### src/rtl/pipeline_ctrl_pkg.sv
// Shared definitions for the pipeline control slice: state encoding, field widths,
// the per-stage control bundle and the load-use compare.
package pipeline_ctrl_pkg;

  localparam logic RUN     = 1'b0;
  localparam logic MD_BUSY = 1'b1;

  typedef enum logic {
    ST_RUN     = RUN,
    ST_MD_BUSY = MD_BUSY
  } md_state_e;

  localparam int REG_IDX_W = 5;
  localparam int MD_CNT_W  = 8;

  localparam logic [31:0] NOP_INSTR = 32'h0000_0013;

  typedef struct packed {
    logic pc_stall;
    logic if_id_stall;
    logic id_ex_stall;
    logic ex_mem_stall;
    logic if_id_flush;
    logic id_ex_flush;
    logic ex_mem_bubble;
  } hazard_ctrl_t;

  // x0 is never a real producer, so a load targeting it cannot create a hazard.
  function automatic logic load_use_hit(
    input logic                 mem_read,
    input logic [REG_IDX_W-1:0] rd,
    input logic [REG_IDX_W-1:0] rs1,
    input logic [REG_IDX_W-1:0] rs2,
    input logic                 use_rs1,
    input logic                 use_rs2
  );
    return mem_read && (rd != '0) &&
           ((use_rs1 && (rs1 == rd)) || (use_rs2 && (rs2 == rd)));
  endfunction

endpackage

### src/rtl/pipeline_hazard_controller_if.sv
// Hazard inputs from the pipeline and the stall/flush/bubble controls returned to it.
interface pipeline_hazard_controller_if
  import pipeline_ctrl_pkg::*;
#(
    parameter int CNT_WIDTH = 32
);

    logic                 BRANCH_SELECT;
    logic [REG_IDX_W-1:0] ID_RS1;
    logic [REG_IDX_W-1:0] ID_RS2;
    logic                 ID_USE_RS1;
    logic                 ID_USE_RS2;
    logic                 EX_MEM_READ;
    logic [REG_IDX_W-1:0] EX_RD;
    logic                 EX_MULDIV;
    logic                 DMEM_BUSY;

    logic                 PC_STALL;
    logic                 IF_ID_STALL;
    logic                 ID_EX_STALL;
    logic                 EX_MEM_STALL;
    logic                 IF_ID_FLUSH;
    logic                 ID_EX_FLUSH;
    logic                 EX_MEM_BUBBLE;
    logic [CNT_WIDTH-1:0] STALL_COUNT;
    logic [CNT_WIDTH-1:0] FLUSH_COUNT;

    // Pipeline side: reports hazards, consumes controls.
    modport master (
        output BRANCH_SELECT, ID_RS1, ID_RS2, ID_USE_RS1, ID_USE_RS2,
               EX_MEM_READ, EX_RD, EX_MULDIV, DMEM_BUSY,
        input  PC_STALL, IF_ID_STALL, ID_EX_STALL, EX_MEM_STALL,
               IF_ID_FLUSH, ID_EX_FLUSH, EX_MEM_BUBBLE, STALL_COUNT, FLUSH_COUNT
    );

    // Controller side.
    modport slave (
        input  BRANCH_SELECT, ID_RS1, ID_RS2, ID_USE_RS1, ID_USE_RS2,
               EX_MEM_READ, EX_RD, EX_MULDIV, DMEM_BUSY,
        output PC_STALL, IF_ID_STALL, ID_EX_STALL, EX_MEM_STALL,
               IF_ID_FLUSH, ID_EX_FLUSH, EX_MEM_BUBBLE, STALL_COUNT, FLUSH_COUNT
    );

endinterface

### src/rtl/pipeline_hazard_controller_event_counter.sv
// Saturating event counter: counts qualifying cycles and sticks at all-ones.
module hazard_event_counter #(
    parameter int CNT_WIDTH = 32
) (
    input  logic                 clk,
    input  logic                 rst_n,
    input  logic                 inc,
    output logic [CNT_WIDTH-1:0] count
);

    localparam logic [CNT_WIDTH-1:0] ONE = {{(CNT_WIDTH-1){1'b0}}, 1'b1};

    logic [CNT_WIDTH-1:0] count_q;
    logic [CNT_WIDTH-1:0] count_d;

    always_comb begin
        count_d = count_q;
        if (inc && (count_q != '1)) begin
            count_d = count_q + ONE;
        end
    end

    always_ff @(posedge clk) begin
        if (!rst_n) begin
            count_q <= '0;
        end else begin
            count_q <= count_d;
        end
    end

    assign count = count_q;

endmodule

### src/rtl/pipeline_hazard_controller.sv
// Stall/flush sequencer for the 5-stage pipeline: memory wait, MUL/DIV occupancy,
// taken branch and load-use, resolved by fixed priority in that order.
module pipeline_hazard_controller
  import pipeline_ctrl_pkg::*;
#(
    parameter int MD_LATENCY = 4,
    parameter int CNT_WIDTH  = 32
) (
    input  logic                       CLK,
    input  logic                       RESET,
    pipeline_hazard_controller_if.slave hz,
    output md_state_e                  dbg_state,
    output logic [MD_CNT_W-1:0]        dbg_md_cnt
);

    // Entry cycle plus the decrementing cycles give MD_LATENCY-1 stalls; the cycle at
    // md_cnt==0 lets the instruction advance. MD_LATENCY must lie in 2..255.
    localparam logic [MD_CNT_W-1:0] MD_LOAD = MD_CNT_W'(MD_LATENCY - 2);
    localparam logic [MD_CNT_W-1:0] MD_ONE  = MD_CNT_W'(1);

    md_state_e            state_q, state_d;
    logic [MD_CNT_W-1:0]  md_cnt_q, md_cnt_d;
    hazard_ctrl_t         ctrl;
    logic                 md_active;
    logic                 load_use;

    always_ff @(posedge CLK) begin
        if (!RESET) begin
            state_q  <= ST_RUN;
            md_cnt_q <= '0;
        end else begin
            state_q  <= state_d;
            md_cnt_q <= md_cnt_d;
        end
    end

    always_comb begin
        ctrl      = '0;
        state_d   = state_q;
        md_cnt_d  = md_cnt_q;
        md_active = ((state_q == ST_RUN) && hz.EX_MULDIV) ||
                    ((state_q == ST_MD_BUSY) && (md_cnt_q != '0));
        load_use  = load_use_hit(hz.EX_MEM_READ, hz.EX_RD, hz.ID_RS1, hz.ID_RS2,
                                 hz.ID_USE_RS1, hz.ID_USE_RS2);

        if (!RESET) begin
            ctrl = '0;
        end else if (hz.DMEM_BUSY) begin
            // Whole front of the pipe freezes; MUL/DIV progress freezes with it.
            ctrl.pc_stall     = 1'b1;
            ctrl.if_id_stall  = 1'b1;
            ctrl.id_ex_stall  = 1'b1;
            ctrl.ex_mem_stall = 1'b1;
        end else if (md_active) begin
            ctrl.pc_stall      = 1'b1;
            ctrl.if_id_stall   = 1'b1;
            ctrl.id_ex_stall   = 1'b1;
            ctrl.ex_mem_bubble = 1'b1;
            if (state_q == ST_RUN) begin
                state_d  = ST_MD_BUSY;
                md_cnt_d = MD_LOAD;
            end else begin
                md_cnt_d = md_cnt_q - MD_ONE;
            end
        end else begin
            // Release cycle: EX_MULDIV is still high here but must not retrigger.
            if (state_q == ST_MD_BUSY) begin
                state_d = ST_RUN;
            end
            if (hz.BRANCH_SELECT) begin
                ctrl.if_id_flush = 1'b1;
                ctrl.id_ex_flush = 1'b1;
            end else if (load_use) begin
                ctrl.pc_stall    = 1'b1;
                ctrl.if_id_stall = 1'b1;
                ctrl.id_ex_flush = 1'b1;
            end
        end
    end

    assign hz.PC_STALL      = ctrl.pc_stall;
    assign hz.IF_ID_STALL   = ctrl.if_id_stall;
    assign hz.ID_EX_STALL   = ctrl.id_ex_stall;
    assign hz.EX_MEM_STALL  = ctrl.ex_mem_stall;
    assign hz.IF_ID_FLUSH   = ctrl.if_id_flush;
    assign hz.ID_EX_FLUSH   = ctrl.id_ex_flush;
    assign hz.EX_MEM_BUBBLE = ctrl.ex_mem_bubble;

    assign dbg_state  = state_q;
    assign dbg_md_cnt = md_cnt_q;

    hazard_event_counter #(.CNT_WIDTH(CNT_WIDTH)) u_stall_cnt (
        .clk   (CLK),
        .rst_n (RESET),
        .inc   (ctrl.pc_stall),
        .count (hz.STALL_COUNT)
    );

    hazard_event_counter #(.CNT_WIDTH(CNT_WIDTH)) u_flush_cnt (
        .clk   (CLK),
        .rst_n (RESET),
        .inc   (ctrl.if_id_flush),
        .count (hz.FLUSH_COUNT)
    );

endmodule

### src/flat_wrapper.sv
// flat-port wrapper written by rule: the top's interface ports become plain ports
module pipeline_hazard_controller_flat import pipeline_ctrl_pkg::*;
#(
    parameter int MD_LATENCY = 4,
    parameter int CNT_WIDTH  = 32
)
  (CLK, RESET, dbg_state, dbg_md_cnt, hz_BRANCH_SELECT, hz_ID_RS1, hz_ID_RS2, hz_ID_USE_RS1, hz_ID_USE_RS2, hz_EX_MEM_READ, hz_EX_RD, hz_EX_MULDIV, hz_DMEM_BUSY, hz_PC_STALL, hz_IF_ID_STALL, hz_ID_EX_STALL, hz_EX_MEM_STALL, hz_IF_ID_FLUSH, hz_ID_EX_FLUSH, hz_EX_MEM_BUBBLE, hz_STALL_COUNT, hz_FLUSH_COUNT);
  pipeline_hazard_controller_if #(.CNT_WIDTH(CNT_WIDTH)) hz_i ();
  input  logic CLK;
  input  logic RESET;
  output md_state_e dbg_state;
  output logic [MD_CNT_W-1:0] dbg_md_cnt;
  input wire logic [$bits(hz_i.BRANCH_SELECT)-1:0] hz_BRANCH_SELECT;
  input wire logic [$bits(hz_i.ID_RS1)-1:0] hz_ID_RS1;
  input wire logic [$bits(hz_i.ID_RS2)-1:0] hz_ID_RS2;
  input wire logic [$bits(hz_i.ID_USE_RS1)-1:0] hz_ID_USE_RS1;
  input wire logic [$bits(hz_i.ID_USE_RS2)-1:0] hz_ID_USE_RS2;
  input wire logic [$bits(hz_i.EX_MEM_READ)-1:0] hz_EX_MEM_READ;
  input wire logic [$bits(hz_i.EX_RD)-1:0] hz_EX_RD;
  input wire logic [$bits(hz_i.EX_MULDIV)-1:0] hz_EX_MULDIV;
  input wire logic [$bits(hz_i.DMEM_BUSY)-1:0] hz_DMEM_BUSY;
  output wire logic [$bits(hz_i.PC_STALL)-1:0] hz_PC_STALL;
  output wire logic [$bits(hz_i.IF_ID_STALL)-1:0] hz_IF_ID_STALL;
  output wire logic [$bits(hz_i.ID_EX_STALL)-1:0] hz_ID_EX_STALL;
  output wire logic [$bits(hz_i.EX_MEM_STALL)-1:0] hz_EX_MEM_STALL;
  output wire logic [$bits(hz_i.IF_ID_FLUSH)-1:0] hz_IF_ID_FLUSH;
  output wire logic [$bits(hz_i.ID_EX_FLUSH)-1:0] hz_ID_EX_FLUSH;
  output wire logic [$bits(hz_i.EX_MEM_BUBBLE)-1:0] hz_EX_MEM_BUBBLE;
  output wire logic [$bits(hz_i.STALL_COUNT)-1:0] hz_STALL_COUNT;
  output wire logic [$bits(hz_i.FLUSH_COUNT)-1:0] hz_FLUSH_COUNT;
  assign hz_i.BRANCH_SELECT = hz_BRANCH_SELECT;
  assign hz_i.ID_RS1 = hz_ID_RS1;
  assign hz_i.ID_RS2 = hz_ID_RS2;
  assign hz_i.ID_USE_RS1 = hz_ID_USE_RS1;
  assign hz_i.ID_USE_RS2 = hz_ID_USE_RS2;
  assign hz_i.EX_MEM_READ = hz_EX_MEM_READ;
  assign hz_i.EX_RD = hz_EX_RD;
  assign hz_i.EX_MULDIV = hz_EX_MULDIV;
  assign hz_i.DMEM_BUSY = hz_DMEM_BUSY;
  assign hz_PC_STALL = hz_i.PC_STALL;
  assign hz_IF_ID_STALL = hz_i.IF_ID_STALL;
  assign hz_ID_EX_STALL = hz_i.ID_EX_STALL;
  assign hz_EX_MEM_STALL = hz_i.EX_MEM_STALL;
  assign hz_IF_ID_FLUSH = hz_i.IF_ID_FLUSH;
  assign hz_ID_EX_FLUSH = hz_i.ID_EX_FLUSH;
  assign hz_EX_MEM_BUBBLE = hz_i.EX_MEM_BUBBLE;
  assign hz_STALL_COUNT = hz_i.STALL_COUNT;
  assign hz_FLUSH_COUNT = hz_i.FLUSH_COUNT;
  pipeline_hazard_controller #(.MD_LATENCY(MD_LATENCY), .CNT_WIDTH(CNT_WIDTH)) u_core (.CLK(CLK), .RESET(RESET), .hz(hz_i), .dbg_state(dbg_state), .dbg_md_cnt(dbg_md_cnt));
endmodule
### config.mk
export PLATFORM = sky130hd
export DESIGN_NAME = pipeline_hazard_controller_flat
export DESIGN_NICKNAME = d
export VERILOG_FILES = /design/src/rtl/pipeline_ctrl_pkg.sv /design/src/rtl/pipeline_hazard_controller_if.sv /design/src/rtl/pipeline_hazard_controller_event_counter.sv /design/src/rtl/pipeline_hazard_controller.sv /design/src/flat_wrapper.sv
export SDC_FILE = /design/constraint.sdc
export NUM_CORES = 1
export LEC_CHECK = 0
export ABC_AREA = 1
export ABC_CLOCK_PERIOD_IN_PS = 2550
export BUFFER_PORTS_ARGS = -buffer_cell sky130_fd_sc_hd__buf_4
export CAP_MARGIN = 40
export CORE_MARGIN = 2
export CORE_UTILIZATION = 30
export CTS_BUF_LIST = sky130_fd_sc_hd__clkbuf_8
export CTS_CLUSTER_DIAMETER = 200
export DETAILED_ROUTE_END_ITERATION = 6
export GPL_TIMING_DRIVEN = 1
export HOLD_SLACK_MARGIN = 0.06
export SYNTH_ARGS = -nofsm -noshare
export SYNTH_HDL_FRONTEND = slang
export SYNTH_SLANG_ARGS = --single-unit
### constraint.sdc
create_clock -name CLK -period 2.55 [get_ports CLK]
set_input_delay 0.1275 -clock CLK [delete_from_list [all_inputs] [get_ports CLK]]
set_output_delay 0.1275 -clock CLK [all_outputs]
set_load 0.05 [all_outputs]
==> results of run 1 <==
## cell type report
class,instances,area (µm²),area share [%]
multi-input combinational,621,3030,50.0
sequential,73,1460,24.1
timing repair buffer,115,885,14.6
tap,216,270,4.46
inverter,64,240,3.97
clock buffer,9,124,2.05
clock inverter,7,46.3,0.764
## cell families (layout without fill, tap and decap cells)
kind of cell             count (synthesis)  count (layout)  synth area share, %
buffers and inverters                   90             195                 7.90
AO/OA/AOI/OAI                           78              78                 8.88
AND/OR/NAND/NOR                        492             492                 43.8
XOR/XNOR                                47              47                 8.44
flip-flops                              73              73                 30.0
adder cells (fa/ha/maj)                  4               4                 1.03
## state kept, by name, indices dropped and copies added, names as in the netlist
register,count
u_core.u_flush_cnt.count,32
u_core.dbg_md_cnt,8
u_core.dbg_state,1
u_core.u_stall_cnt.count,32
## cell usage in the layout (no fill, tap or decap), types with 3 or more instances in the layout
master	netlist	routed
nand2_1	275	275
buf_4	4	111
nor2_1	97	97
dfxtp_1	73	73
inv_1	59	60
a21oi_1	60	60
nand3_1	46	46
xor2_1	32	32
nor3_1	20	20
nand4_1	15	15
xnor2_1	15	15
nand2_2	13	13
nand3b_1	11	11
a21oi_2	10	10
clkbuf_8	0	9
o21ai_0	6	6
inv_2	5	5
ha_1	4	4
nor2_2	3	3
nor3_2	3	3
## routing by layer
layer / wire, µm / up-vias / GRT usage, %
met5: 0 / - / 0
met3: 754 / 19 / 3.47
met4: 236 / 0 / 5.07
met2: 6670 / 128 / 28.1
li1: - / 2691 / -
met1: 6640 / 2346 / 21.3
## per-stage QoR
stage	hold WS, ns	total power, mW	setup slack, ns	std cells	util [%]
after CTS	0.299	2.43	0.104	1105	38.1
after floorplan	0.221	1.46	0.0454	784	-
after global placement	0.340	1.57	0.500	1087	36.9
after detailed placement	0.338	1.57	0.427	1087	36.9
after global routing	0.347	2.51	0.0363	1105	38.1
final	0.314	2.38	0.227	1105	38.1
## power breakdown
part           switching [mW]  total (mW)  internal (mW)
Sequential             0.0168        1.17           1.16
Clock                   0.486       0.837          0.351
Combinational           0.257       0.374          0.117
Total                   0.760        2.38           1.62
## timing repair
item | 4_1_cts | 5_1_grt
endpoints found under the setup margin | 0 | 2
hold buffers | 2 | 0
hold endpoints to repair | 2 | 0
gates resized for setup | 0 | 1
## path summary, 6_finish.rpt
kind,end,depth (start not counted),slack [ns],startpoint
max reg2reg,u_core.u_stall_cnt.count[5],11,0.41,u_core.u_stall_cnt.count[1]
min,u_core.dbg_state,6,0.31,hz_EX_MULDIV
max,hz_IF_ID_STALL,9,0.23,u_core.dbg_md_cnt[0]
min reg2reg,u_core.dbg_md_cnt[0],2,0.49,u_core.dbg_md_cnt[0]
## worst max-delay path: stages, from the launching register on
cell and delay [ns]:
dfxtp_1 0.36, inv_1 0.12, ha_1 0.22, nand4_1 0.11
nand2_1 0.09, nand2_1 0.10, nand2_2 0.08, nand2_2 0.25
buf_6 0.26, buf_4 0.23
==> results.json, run 1 <==
{
  "ys_seq_area_share_pct": 30.0,
  "crit_path_max_fanout": 23,
  "core_mm2": 0.0159,
  "syn_area_mm2": 0.00488,
  "finalSetupTns_ns": 0,
  "cts_max_level": 3,
  "slew_headroom_pct": 46.7,
  "synth_ff_type": "dfxtp_1",
  "drt_iter0_drc": 288,
  "ir_worst_vdd_v": 0.000193,
  "yosysTopAreaCellShare_pct": 30.0,
  "clk_pin_slew_ns": 0.08,
  "grt_start_max_net_pins": 69,
  "synth_top_area_cell": "dfxtp_1",
  "power.leakage_nw": 2.47,
  "placementRows": 46,
  "antenna_found_initial": 0,
  "tritoncts": "yes",
  "start_kind": "register",
  "grt_setup_unrepaired": "false",
  "wl_um": 14300,
  "synth_area_per_cell_um2": 6.22,
  "hp-class": "input pin to register",
  "fin_crit_sh_pct": 91.1,
  "drc": 0,
  "die_x_um": 132,
  "drive_gt1_share_pct": 19.2,
  "yosysMostFrequentCell": "nand2_1",
  "status": "finished clean",
  "path_class": "register to output pin",
  "firstDrtPassIters": 4,
  "area_growth_pct": 24.2,
  "fp.dieH_um": 132,
  "port_buffers": 102,
  "grt-ovfl-total": 0,
  "max_freq_mhz": 431,
  "fin_area_mm2": 0.00606,
  "post-route-min-period_ns": 2.32,
  "crit_path_end_kind": "output pin",
  "cts_setup_buffers": 0,
  "synth_top_cells_by_count": "nand2_1, nor2_1, dfxtp_1",
  "vias_per_cell": 4.69,
  "required_ns": 2.42,
  "synth_seq_cells": 73,
  "cts_sinks": 73,
  "synth_cell_types": 29,
  "clk-insertion-delay-late_ns": 0.37,
  "num-nets-final": 911,
  "setup-violations-final": 0,
  "top_level_ports": 103,
  "placed_cell_area_mm2": 0.00586,
  "dpl.hpwl_um": 10700,
  "grt_util_all_layers_pct": 16.6,
  "gp_congestion": 0.936,
  "arrival_ns": 2.20,
  "hold_violations": 0,
  "power_density_mw_per_mm2": 393,
  "initial_core_util_pct": 30.7,
  "synth_edf_count": 0,
  "fillCellCount": 1773,
  "diodes": 0,
  "clockBufferDepth": 2,
  "synthArstFlopShare_pct": 0,
  "wl_per_cell_um": 12.9,
  "dr_total_vias": 5184,
  "drv_cap": 0,
  "antenna_left": 0,
  "die_area_mm2": 0.0173,
  "finalMaxSlewViolations": 0,
  "cts_buffers": 9,
  "clock-root-buffer": "clkbuf_8",
  "yosysWarnings": 0,
  "grt_pass1_wl_um": 23700,
  "grt_pass1_vias": 4805,
  "synthTopCellsByArea": "dfxtp_1, nand2_1, nor2_1, a21oi_1, xor2_1",
  "worst_slew_pin_slew_ns": 0.799,
  "synth_fp_nets": 811,
  "skew_ns": 0.0154,
  "synthCells": 784
}
(Power assumes the default switching activity.)
==> run 2, diff against run 1 <==
- CTS_CLUSTER_DIAMETER: 200 -> default
- MAX_ROUTING_LAYER: default -> met4
- PLACE_DENSITY: default -> 0.57
==> results.json, run 2 (synthesis gave the netlist of run 1 again) <==
{
  "grt_setup_unrepaired": "false",
  "drive_gt1_share_pct": 19.1,
  "cts_resized": 0,
  "p_comb_share_pct": 15.2,
  "clk_pin_slew_ns": 0.08,
  "grt_util_all_layers_pct": 17.3,
  "crit_path_max_fanout": 34,
  "intPower_mw": 1.64,
  "cts_max_level": 3,
  "grt_pass1_wl_um": 23900,
  "port_buffers": 102,
  "gp_congestion": 0.911,
  "core_mm2": 0.0159,
  "fin_crit_sh_pct": 90.7,
  "grt_start_max_net_pins": 69,
  "antenna_left": 0,
  "slowest_delay_ns": 0.38,
  "setup-violations-final": 0,
  "hold_buffers": 2,
  "vias_per_cell": 4.68,
  "layout_common_cells": "nand2_1, buf_4, nor2_1",
  "power_frac_seq_pct": 49.0,
  "initial_core_util_pct": 30.7,
  "cts_setup_buffers": 0,
  "crit_path_end_kind": "output pin",
  "drt_iter0_drc": 324,
  "num-nets-final": 910,
  "dpl.hpwl_um": 10700,
  "fp.dieH_um": 132,
  "drv_cap": 0,
  "required_ns": 2.42,
  "finalSetupTns_ns": 0,
  "firstDrtPassIters": 5,
  "slew_headroom_pct": 44.7,
  "hp-class": "input pin to register",
  "grt_pass1_vias": 4887,
  "cts_sinks": 73,
  "clk-insertion-delay-late_ns": 0.37,
  "wl_per_cell_um": 13.2,
  "switching_power_mw": 0.757,
  "worst_slew_pin_slew_ns": 0.829,
  "antenna_found_initial": 0,
  "crit_slowest_cell": "dfxtp_1",
  "tritoncts": "yes",
  "die_x_um": 132,
  "path_cells": "inv_1, ha_1, nand4_1, nand2_1, nand2_1, nand2_2, nand2_2, buf_4, buf_4",
  "placementRows": 46,
  "clock-root-buffer": "clkbuf_8",
  "power.total_mw": 2.40,
  "finalMaxSlewViolations": 0,
  "arrival_ns": 2.19,
  "wl_um": 14500,
  "hold_violations": 0,
  "dr_total_vias": 5166,
  "area_growth_pct": 23.8,
  "power_density_mw_per_mm2": 397,
  "start_kind": "register",
  "p_sw_share_pct": 31.6,
  "post-route-min-period_ns": 2.31,
  "grt-ovfl-total": 0,
  "diodes": 0,
  "power.leakage_nw": 2.47,
  "fillCellCount": 1782,
  "clockBufferDepth": 2,
  "die_area_mm2": 0.0173,
  "drc": 0,
  "ir_worst_vdd_v": 0.000221,
  "layout_commonest_cell": "nand2_1",
  "skew_ns": 0.00976,
  "clkPwrFrac_pct": 35.8,
  "cts_buffers": 9,
  "path_class": "register to output pin",
  "top_level_ports": 103,
  "status": "finished clean",
  "max_freq_mhz": 432
}
run 2: final timing paths:
kind	startpoint	endpoint	slack, ns	cells after the start
max	u_core.dbg_md_cnt[0]	hz_IF_ID_STALL	0.24	9
min	hz_EX_MULDIV	u_core.dbg_state	0.34	6
min reg2reg	u_core.dbg_md_cnt[0]	u_core.dbg_md_cnt[0]	0.50	2
max reg2reg	u_core.u_stall_cnt.count[0]	u_core.u_stall_cnt.count[31]	0.30	11
run 2: power by group through the flow:
stage          logic (mW)  clock network [mW]  registers [mW]
2_1_floorplan       0.207                   0            1.25
3_3_place_gp        0.364                   0            1.20
3_5_place_dp        0.366                   0            1.20
4_1_cts             0.369               0.901            1.17
5_1_grt             0.401               0.941            1.18
6_report            0.365               0.859            1.17
run 2: critical path: cells and delay by family (launching register included):
family / cells / cell delay (ns)
and+or+nand+nor: 5 / 0.48
adders and majority gates: 1 / 0.21
buffers and inverters: 3 / 0.74
DFF: 1 / 0.38
run 2: metrics by stage:
stage	worst slack (ns)	util [%]	cell area [µm²]	cells	hold slack [ns]
finish	0.236	38.0	6040	1104	0.342
global route	0.0152	38.0	6040	1104	0.396
CTS	0.193	38.0	6040	1104	0.325
detailed placement	0.326	36.8	5840	1086	0.336
global placement	0.445	36.8	5840	1086	0.337
floorplan	0.0454	-	4880	784	0.221
run 2: final cells by class:
| cell class | instances | area, µm² | area share, % |
|---|---|---|---|
| Multi-Input combinational cell | 621 | 3030 | 50.2 |
| Inverter | 64 | 240 | 3.98 |
| Tap cell | 216 | 270 | 4.48 |
| Clock buffer | 10 | 138 | 2.28 |
| Sequential cell | 73 | 1460 | 24.2 |
| Clock inverter | 6 | 35.0 | 0.580 |
| Timing Repair Buffer | 114 | 861 | 14.3 |
run 2: per-layer routing:
metal / vias to the layer above / GRT usage [%] / wire length, µm
met5: - / - / 0
li1: 2693 / - / -
met4: 0 / 4.95 / 175
met2: 128 / 28.2 / 6890
met3: 12 / 3.51 / 693
met1: 2333 / 21.7 / 6780
